===== config.mk =====
export PLATFORM = sky130hd
export DESIGN_NAME = pattern_seq_gen
export DESIGN_NICKNAME = d
export VERILOG_FILES = /design/src/rtl/pattern_seq_gen.sv
export SDC_FILE = /design/constraint.sdc
export NUM_CORES = 1
export LEC_CHECK = 0
export ABC_CLOCK_PERIOD_IN_PS = 3500
export CORE_UTILIZATION = 30
export CTS_BUF_LIST = sky130_fd_sc_hd__clkbuf_4 sky130_fd_sc_hd__clkbuf_8
export DETAILED_ROUTE_END_ITERATION = 7
export GPL_ROUTABILITY_DRIVEN = 0
export PLACE_DENSITY = 0.58
export SLEW_MARGIN = 10
export SYNTH_ARGS = -nofsm -noshare
export SYNTH_HDL_FRONTEND = slang
export SYNTH_SLANG_ARGS = --single-unit

===== constraint.sdc =====
create_clock -name clk -period 3.5 [get_ports clk]
set_input_delay 0.525 -clock clk [delete_from_list [all_inputs] [get_ports clk]]
set_output_delay 0.525 -clock clk [all_outputs]
set_load 0.02 [all_outputs]

===== src/rtl/pattern_seq_gen.sv =====
// pattern_seq_gen: drives a single-bit output through up to NUM_SEG programmable
// level/duration segments. The configuration is captured when start is accepted.
module pattern_seq_gen #(
  parameter int UNIT_COUNT = 27000,
  parameter int NUM_SEG    = 8,
  parameter int LEN_W      = 4,
  parameter int IDX_W      = $clog2(NUM_SEG + 1)
) (
  input  logic                     clk,
  input  logic                     rst_n,
  input  logic                     start,
  input  logic                     stop,
  input  logic                     loop_en,
  input  logic [IDX_W-1:0]         seg_count,
  input  logic [NUM_SEG*LEN_W-1:0] seg_len,
  input  logic [NUM_SEG-1:0]       seg_level,
  output logic                     sig,
  output logic                     busy,
  output logic                     done,
  output logic [IDX_W-1:0]         seg_idx
);

  localparam int                TICK_W    = (UNIT_COUNT > 1) ? $clog2(UNIT_COUNT) : 1;
  localparam logic [TICK_W-1:0] TICK_LAST = TICK_W'(UNIT_COUNT - 1);
  localparam logic [IDX_W-1:0]  SEG_MAX   = IDX_W'(NUM_SEG);

  typedef enum logic {
    IDLE = 1'b0,
    RUN  = 1'b1
  } state_t;

  state_t                   state_reg,     state_next;
  logic [TICK_W-1:0]        tick_reg,      tick_next;
  logic [LEN_W-1:0]         unit_reg,      unit_next;
  logic [IDX_W-1:0]         idx_reg,       idx_next;
  logic [IDX_W-1:0]         cnt_reg,       cnt_next;
  logic [NUM_SEG*LEN_W-1:0] cfg_len_reg,   cfg_len_next;
  logic [NUM_SEG-1:0]       cfg_level_reg, cfg_level_next;
  logic                     sig_reg,       sig_next;
  logic                     busy_reg,      busy_next;
  logic                     done_reg,      done_next;

  // Per-segment view of the latched lengths.
  logic [LEN_W-1:0]   len_arr [NUM_SEG];
  logic [NUM_SEG-1:0] len_zero;

  generate
    for (genvar gi = 0; gi < NUM_SEG; gi++) begin : g_seg
      assign len_arr[gi]  = cfg_len_reg[gi*LEN_W +: LEN_W];
      assign len_zero[gi] = (len_arr[gi] == '0);
    end
  endgenerate

  logic [IDX_W-1:0] idx_inc;
  logic [IDX_W-1:0] cnt_in;
  logic [LEN_W-1:0] cur_len;
  logic             nxt_zero;
  logic             nxt_level;
  logic             last_seg;
  logic             unit_end;
  logic             tick_end;
  logic             seg_end;
  logic             in_zero0;

  assign idx_inc  = idx_reg + IDX_W'(1);
  assign cnt_in   = (seg_count > SEG_MAX) ? SEG_MAX : seg_count;
  assign in_zero0 = (seg_len[LEN_W-1:0] == '0);

  // Select the current segment's length and the following segment's attributes.
  always_comb begin
    cur_len   = '0;
    nxt_zero  = 1'b0;
    nxt_level = 1'b0;
    for (int i = 0; i < NUM_SEG; i++) begin
      if (idx_reg == IDX_W'(i)) begin
        cur_len = len_arr[i];
      end
      if (idx_inc == IDX_W'(i)) begin
        nxt_zero  = len_zero[i];
        nxt_level = cfg_level_reg[i];
      end
    end
  end

  assign last_seg = (idx_inc == cnt_reg);
  assign tick_end = (tick_reg == TICK_LAST);
  assign unit_end = (unit_reg == (cur_len - LEN_W'(1)));
  // A zero-length segment ends on its first cycle.
  assign seg_end  = (cur_len == '0) || (unit_end && tick_end);

  always_comb begin
    state_next     = state_reg;
    tick_next      = tick_reg;
    unit_next      = unit_reg;
    idx_next       = idx_reg;
    cnt_next       = cnt_reg;
    cfg_len_next   = cfg_len_reg;
    cfg_level_next = cfg_level_reg;
    sig_next       = sig_reg;
    busy_next      = busy_reg;
    done_next      = 1'b0;

    case (state_reg)
      IDLE: begin
        sig_next  = 1'b0;
        busy_next = 1'b0;
        idx_next  = '0;
        tick_next = '0;
        unit_next = '0;
        if (!stop && start && (seg_count != '0)) begin
          state_next     = RUN;
          busy_next      = 1'b1;
          cnt_next       = cnt_in;
          cfg_len_next   = seg_len;
          cfg_level_next = seg_level;
          // Zero-length first segment holds the idle level.
          sig_next       = in_zero0 ? 1'b0 : seg_level[0];
        end
      end

      RUN: begin
        if (stop) begin
          state_next = IDLE;
          sig_next   = 1'b0;
          busy_next  = 1'b0;
          idx_next   = '0;
          tick_next  = '0;
          unit_next  = '0;
        end else if (seg_end) begin
          tick_next = '0;
          unit_next = '0;
          if (last_seg) begin
            if (loop_en) begin
              idx_next = '0;
              sig_next = len_zero[0] ? sig_reg : cfg_level_reg[0];
            end else begin
              state_next = IDLE;
              sig_next   = 1'b0;
              busy_next  = 1'b0;
              done_next  = 1'b1;
              idx_next   = '0;
            end
          end else begin
            idx_next = idx_inc;
            sig_next = nxt_zero ? sig_reg : nxt_level;
          end
        end else if (tick_end) begin
          tick_next = '0;
          unit_next = unit_reg + LEN_W'(1);
        end else begin
          tick_next = tick_reg + TICK_W'(1);
        end
      end

      default: begin
        state_next = IDLE;
      end
    endcase
  end

  always_ff @(posedge clk or negedge rst_n) begin
    if (!rst_n) begin
      state_reg     <= IDLE;
      tick_reg      <= '0;
      unit_reg      <= '0;
      idx_reg       <= '0;
      cnt_reg       <= '0;
      cfg_len_reg   <= '0;
      cfg_level_reg <= '0;
      sig_reg       <= 1'b0;
      busy_reg      <= 1'b0;
      done_reg      <= 1'b0;
    end else begin
      state_reg     <= state_next;
      tick_reg      <= tick_next;
      unit_reg      <= unit_next;
      idx_reg       <= idx_next;
      cnt_reg       <= cnt_next;
      cfg_len_reg   <= cfg_len_next;
      cfg_level_reg <= cfg_level_next;
      sig_reg       <= sig_next;
      busy_reg      <= busy_next;
      done_reg      <= done_next;
    end
  end

  assign sig     = sig_reg;
  assign busy    = busy_reg;
  assign done    = done_reg;
  assign seg_idx = idx_reg;

endmodule


======== Word level (Yosys, flattened, before mapping) ========
Index checks and enable logic that the tools add are counted.
storage, ports and cells
  output and inout bits ................... 7
  input bits .............................. 49
  logic and storage cells ................. 122
  register bits after elaboration ......... 71
cells by class
  bitwise gates (word level) .............. 1
  $lt $le $gt $ge ......................... 1
  equal/unequal tests ..................... 23
  add/subtract/negate cells ............... 4
  reductions and logical operators ........ 21
  multiplexer cells ....................... 62
operators by type and width
  operator               number
  $mux 4                 15
  $logic_not 4->1        12
  $mux 15                3
  $mux 1                 38
  $eq 4x3->1 const B     8
  $pmux 15 s2            1
  $eq 4x2->1 const B     4
  $pmux 4 s2             2
  $add 15x1->15 const B  1
  $eq 15x15->1 const B   1
  $add 4x1->4 const B    2
  $eq 4x1->1 const B     2
  $eq 4x4->1             2
  $ne 3x2->1 const B     2
  $pmux 1 s2             3
  $reduce_and 3->1       2
  $ne 5x5->1 const B     1
  $gt 4x4->1 const B     1
  $ne 4x2->1 const B     1
  $ne 4x3->1 const B     1
  $reduce_bool 4->1      1
  $sub 4x1->4 const B    1
  $logic_and 1x1->1      3
  $ne 3x3->1 const B     1
  other kinds (4)        4

======== Longest topological paths before layout ========
Gate-level depths: netlist of run 1.
  depth in word-level cells ............... 16
  depth in mapped cells ................... 17
  gate-level depth less buffers ........... 14

======== Worst setup path after synthesis of run 1 ========
Ideal clock, no wire load.
  kind .................................... reg2reg
  from .................................... register idx_reg[0] (netlist: seg_idx[0])
  to ...................................... register idx_reg[1] (netlist: seg_idx[1])
  arrival time ............................ 3,636 ps
  library setup time ...................... 125 ps
  data required time ...................... 3,375 ps
  period minus slack after synthesis ...... 3,761 ps
  setup slack ............................. -261 ps
  stages on the path, launching flop included .. 17
  path buffers ............................ 2
  cells stage by stage .................... dfrtp_1 inv_1 ha_1 buf_2 buf_6 nor3b_1 a2111oi_0 a21oi_1 nor2_1 inv_1 ha_1 xor2_1 nand3_1 mux2i_2 o211ai_2 nand3_2 a2bb2o_1
on the way
  cells in the longest elaborated chain, start to end .. 14
  elaborated cells between the ends (all ways) .. 28
  classes of those cells .................. add/sub: 2; eq/ne: 10; mux: 12; reduce/logical: 4
ends and longest elaborated chain
  what                         line  RTL
  start, declared              35    logic [IDX_W-1:0] idx_reg, idx_next;
  start signal, assigned       177   idx_reg <= idx_next;
  $logic_not 4->1              75    if (idx_reg == IDX_W'(i)) begin
  $mux 4 (8 in a row)          75
  $sub 4x1->4                  87    assign unit_end = (unit_reg == (cur_len - LEN_W'(1)));
  $eq 4x4->1                   87
  $logic_and 1x1->1            89    assign seg_end = (cur_len == '0) || (unit_end && tick_end);
  $logic_or 1x1->1             89
  $ne 3x2->1 (no source line)  n/a
Parallel ways exist; a longest one is shown, timed or not. The select of a mux whose other input is x is not followed.
A chain may end at the register's enable or synchronous reset.

======== Final worst setup path of run 1 ========
  from .................................... register idx_reg[0] (netlist: seg_idx[0])
  to ...................................... register tick_reg[7]
on the way
  cells in the longest elaborated chain, start to end .. 16
  elaborated cells between the ends (all ways) .. 24
  classes of those cells .................. add/sub: 1; eq/ne: 8; mux: 11; reduce/logical: 4
ends and longest elaborated chain
  what                  line  RTL
  $logic_not 4->1       75
  $mux 4 (7 in a row)   75
  $mux 4 *              75
  $sub 4x1->4           87
  $eq 4x4->1            87
  $logic_and 1x1->1     89
  $logic_or 1x1->1 *    89
  $mux 15 *             129   end else if (seg_end) begin
  $mux 15 *             122   if (stop) begin
  $pmux 15 s2 *         103   case (state_reg)
  via tick_next[7]      33    logic [TICK_W-1:0] tick_reg, tick_next;
  end signal, assigned  175   tick_reg <= tick_next;
  end, declared         33
The timed path passes the listed nets; every way through them passes the cells marked *.

==> results of run 1 <==
-- logic make-up after synthesis --
| group | share of synthesized area, % |
|---|---|
| flops | 43.8 |
| fa+ha+maj | 3.08 |
| buf+inv | 4.01 |
| simple gates | 28.3 |
| compound gates | 14.2 |
| xor+xnor | 5.52 |
| mux | 1.11 |
-- where the power goes --
group,switching (mW),internal (mW)
clock network,0.320,0.350
registers,0.0974,0.932
logic,0.256,0.225
total,0.673,1.51
-- final timing paths --
path / to / slack [ns] / depth (start not counted)
min in group clk: cfg_level_reg[5] / 0.48 / 2
worst min register to register: cfg_level_reg[5] / 0.48 / 2
worst min-delay path: cnt_reg[3] / 0.26 / 1
max in group asynchronous: seg_idx[0] / 2.55 / 2
worst max-delay path: tick_reg[7] / 0.20 / 16
worst max register to register: tick_reg[7] / 0.20 / 16
-- critical path, stage by stage, from the launching register on --
cell and delay [ns]:
dfrtp_2 0.42, inv_2 0.07, ha_1 0.22, nor3b_1 0.15
a2111oi_1 0.33, buf_4 0.18, a21oi_1 0.09, nor2_2 0.12
inv_1 0.07, ha_1 0.30, xor2_1 0.18, nand3_1 0.13
mux2i_4 0.11, a41oi_4 0.30, nand3_2 0.17, buf_12 0.22
nor3_2 0.17
-- per-layer routing --
| layer | part of all wire [%] | global-route usage (%) |
|---|---|---|
| met1 | 45 | 19.9 |
| met2 | 49 | 25.4 |
| met3 | 4.4 | 3.14 |
| met4 | 1.8 | 5.21 |
| met5 | 0 | 0 |
-- what timing repair did --
| action | 4_1_cts | 5_1_grt |
|---|---|---|
| gates resized for setup | 0 | 10 |
| endpoints found under the setup margin | 0 | 27 |
| setup buffers | 0 | 1 |
-- final cells by class --
type,count,area [µm²],share of cell area (%)
multi-input cells,351,2180,42.5
flip-flops and latches,71,1780,34.7
repair buffers,72,698,13.6
well taps,176,220,4.30
clock buffers,10,138,2.69
clock inverters,6,70.1,1.37
inverters,11,41.3,0.806
-- stage by stage --
stage               hold slack [ns]  cell area, µm²  power [mW]  setup slack (ns)  std cells
floorplan                     0.229            4060        1.32            0.0187        455
global placement              0.461            4860        1.50             0.149        680
detailed placement            0.469            4860        1.52            0.0229        680
CTS                           0.276            5070        2.20           0.00526        696
global route                  0.303            5120        2.32          -0.00842        697
finish                        0.265            5120        2.18             0.204        697
-- Yosys cell counts (all sizes together), types with 2 or more instances --
library cell / instances / area (µm²)
or2: 2 / 12.5
nor3: 16 / 150
and2: 5 / 31.3
xnor2: 8 / 70.1
a221oi: 3 / 32.5
dfrtp: 71 / 1780
nand2b: 5 / 31.3
a22o: 3 / 26.3
nor2b: 11 / 71.3
nor3b: 3 / 27.5
o41ai: 3 / 26.3
nor4: 7 / 43.8
inv: 11 / 41.3
and3: 6 / 37.5
xor2: 15 / 131
o2bb2ai: 2 / 17.5
a21oi: 18 / 90.1
a311oi: 2 / 23.8
nand3: 10 / 55.1
clkbuf: 10 / 37.5
o211ai: 6 / 50.1
or3: 2 / 17.5
a211oi: 5 / 37.5
nand2: 136 / 510
ha: 10 / 125
nand3b: 5 / 37.5
a22oi: 2 / 15.0
nor2: 16 / 60.1
nand4: 4 / 25.0
o21ai: 23 / 119
buf: 12 / 83.8
o31a: 2 / 17.5
mux2i: 3 / 33.8
==> flow_summary_export.csv, run 1 <==
group,metric,value,unit
grt,grt_start_max_net_pins,46,
timing,worstMarginPinSlew,0.811,ns
layout,drive_gt1_share,14.2,%
pwr,powerDensity,425,nW/µm²
logic_synthesis,synthesis.area,4060,µm²
clock_tree,holdBufCountCts,0,
logic_synthesis,yosysSeqAreaShare,43.8,%
run_status,status,"finished clean",
timing,clock.fmax,303,MHz
timing,tns,0,ns
timing,period_share,94.2,%
worst_setup_path,rr_startpoint,"seg_idx[0]",
logic_synthesis,yosys_register_bits,71,
layout,n_antenna_cell,0,
timing,final_hold_viol_count,0,
logic_synthesis,synth_edf_count,0,
detailed_routing,drtAntennaViolNets,0,
logic_synthesis,syn-num-nets,514,
clock_tree,cts_buffers,9,
grt,grt_pass1_vias,3496,
detailed_routing,wire_per_inst,14.7,µm
pwr,vdd_drop_max,0.214,mV
detailed_routing,avgViaCountPerCell,4.98,
logic_synthesis,yosysWarningCount,0,
die,dieArea,14000,µm²
grt,grt_overflow,0,
worst_setup_path,worst_ep_required_time,3.77,ns
detailed_routing,drt_iter0_markers,208,
die,coreArea,13200,µm²
layout,layout_common_cells,"nand2_1 (136), dfrtp_1 (69), clkdlybuf4s50_1 (54)",
timing,period_needed,3.30,ns
worst_setup_path,crit_path_end_kind,"flop",
die,num_rows,42,
placement,dp_hpwl,7.65,mm
grt,track_usage,15.4,%
flow_run,cap_violations,0,
layout,layout_commonest_cell,"nand2_1",
clock_tree,path_clk_slew,0.08,ns
logic_synthesis,synth_cell_type_count,63,
grt,antenna_found_initial,0,
logic_synthesis,syn_area_per_cell,8.92,µm²
clock_tree,cts_tree,"done",
detailed_routing,finalWirelength,10.2,mm
logic_synthesis,ys.flop_type,"dfrtp_1",
detailed_routing,first_pass_iters,4,
worst_setup_path,startpoint_type,"flop",
clock_tree,root_buffer,"clkbuf_8",
die,start_util,30.7,%
clock_tree,cts_buffer_depth,2,
grt,grt_first_pass_wirelength,17.2,mm
detailed_routing,vias,3474,
die,io_pins,56,
timing,clock_skew,0.00827,ns
timing,drv_slew,0,
timing,max-slew-margin-rel,46.0,%
die,die_h,118,µm
clock_tree,h-tree-depth,3,
layout,synthToLayoutAreaGrowth,26.2,%
hold_path,hp-class,"in -> async",
clock_tree,numClockSinks,71,
layout,largest_reg_flops,32,
worst_setup_path,crit_type,"reg -> reg",
layout,fillers,1392,
die,die_w,118,µm
logic_synthesis,async_flop_share,100,%
pwr,leakage,2.15,nW
logic_synthesis,synth_cells,455,
detailed_routing,drc,0,
placement,port_buffers,55,
layout,final_util,38.7,%
worst_setup_path,arrival,3.57,ns
clock_tree,clk_latency,0.35,ns
worst_setup_path,crit_path_max_fanout,19,
timing,setup_viol,0,
worst_setup_path,crit_path_start,"seg_idx[0]",
layout,fin_nets,575,
Power figures use the tool's default switching activity.
==> run 2, diff against run 1 <==
ABC_CLOCK_PERIOD_IN_PS = not set   (was 3500)
==> results of run 2 <==
No change in the layout: final DEF, timing and power equal those of run 1.
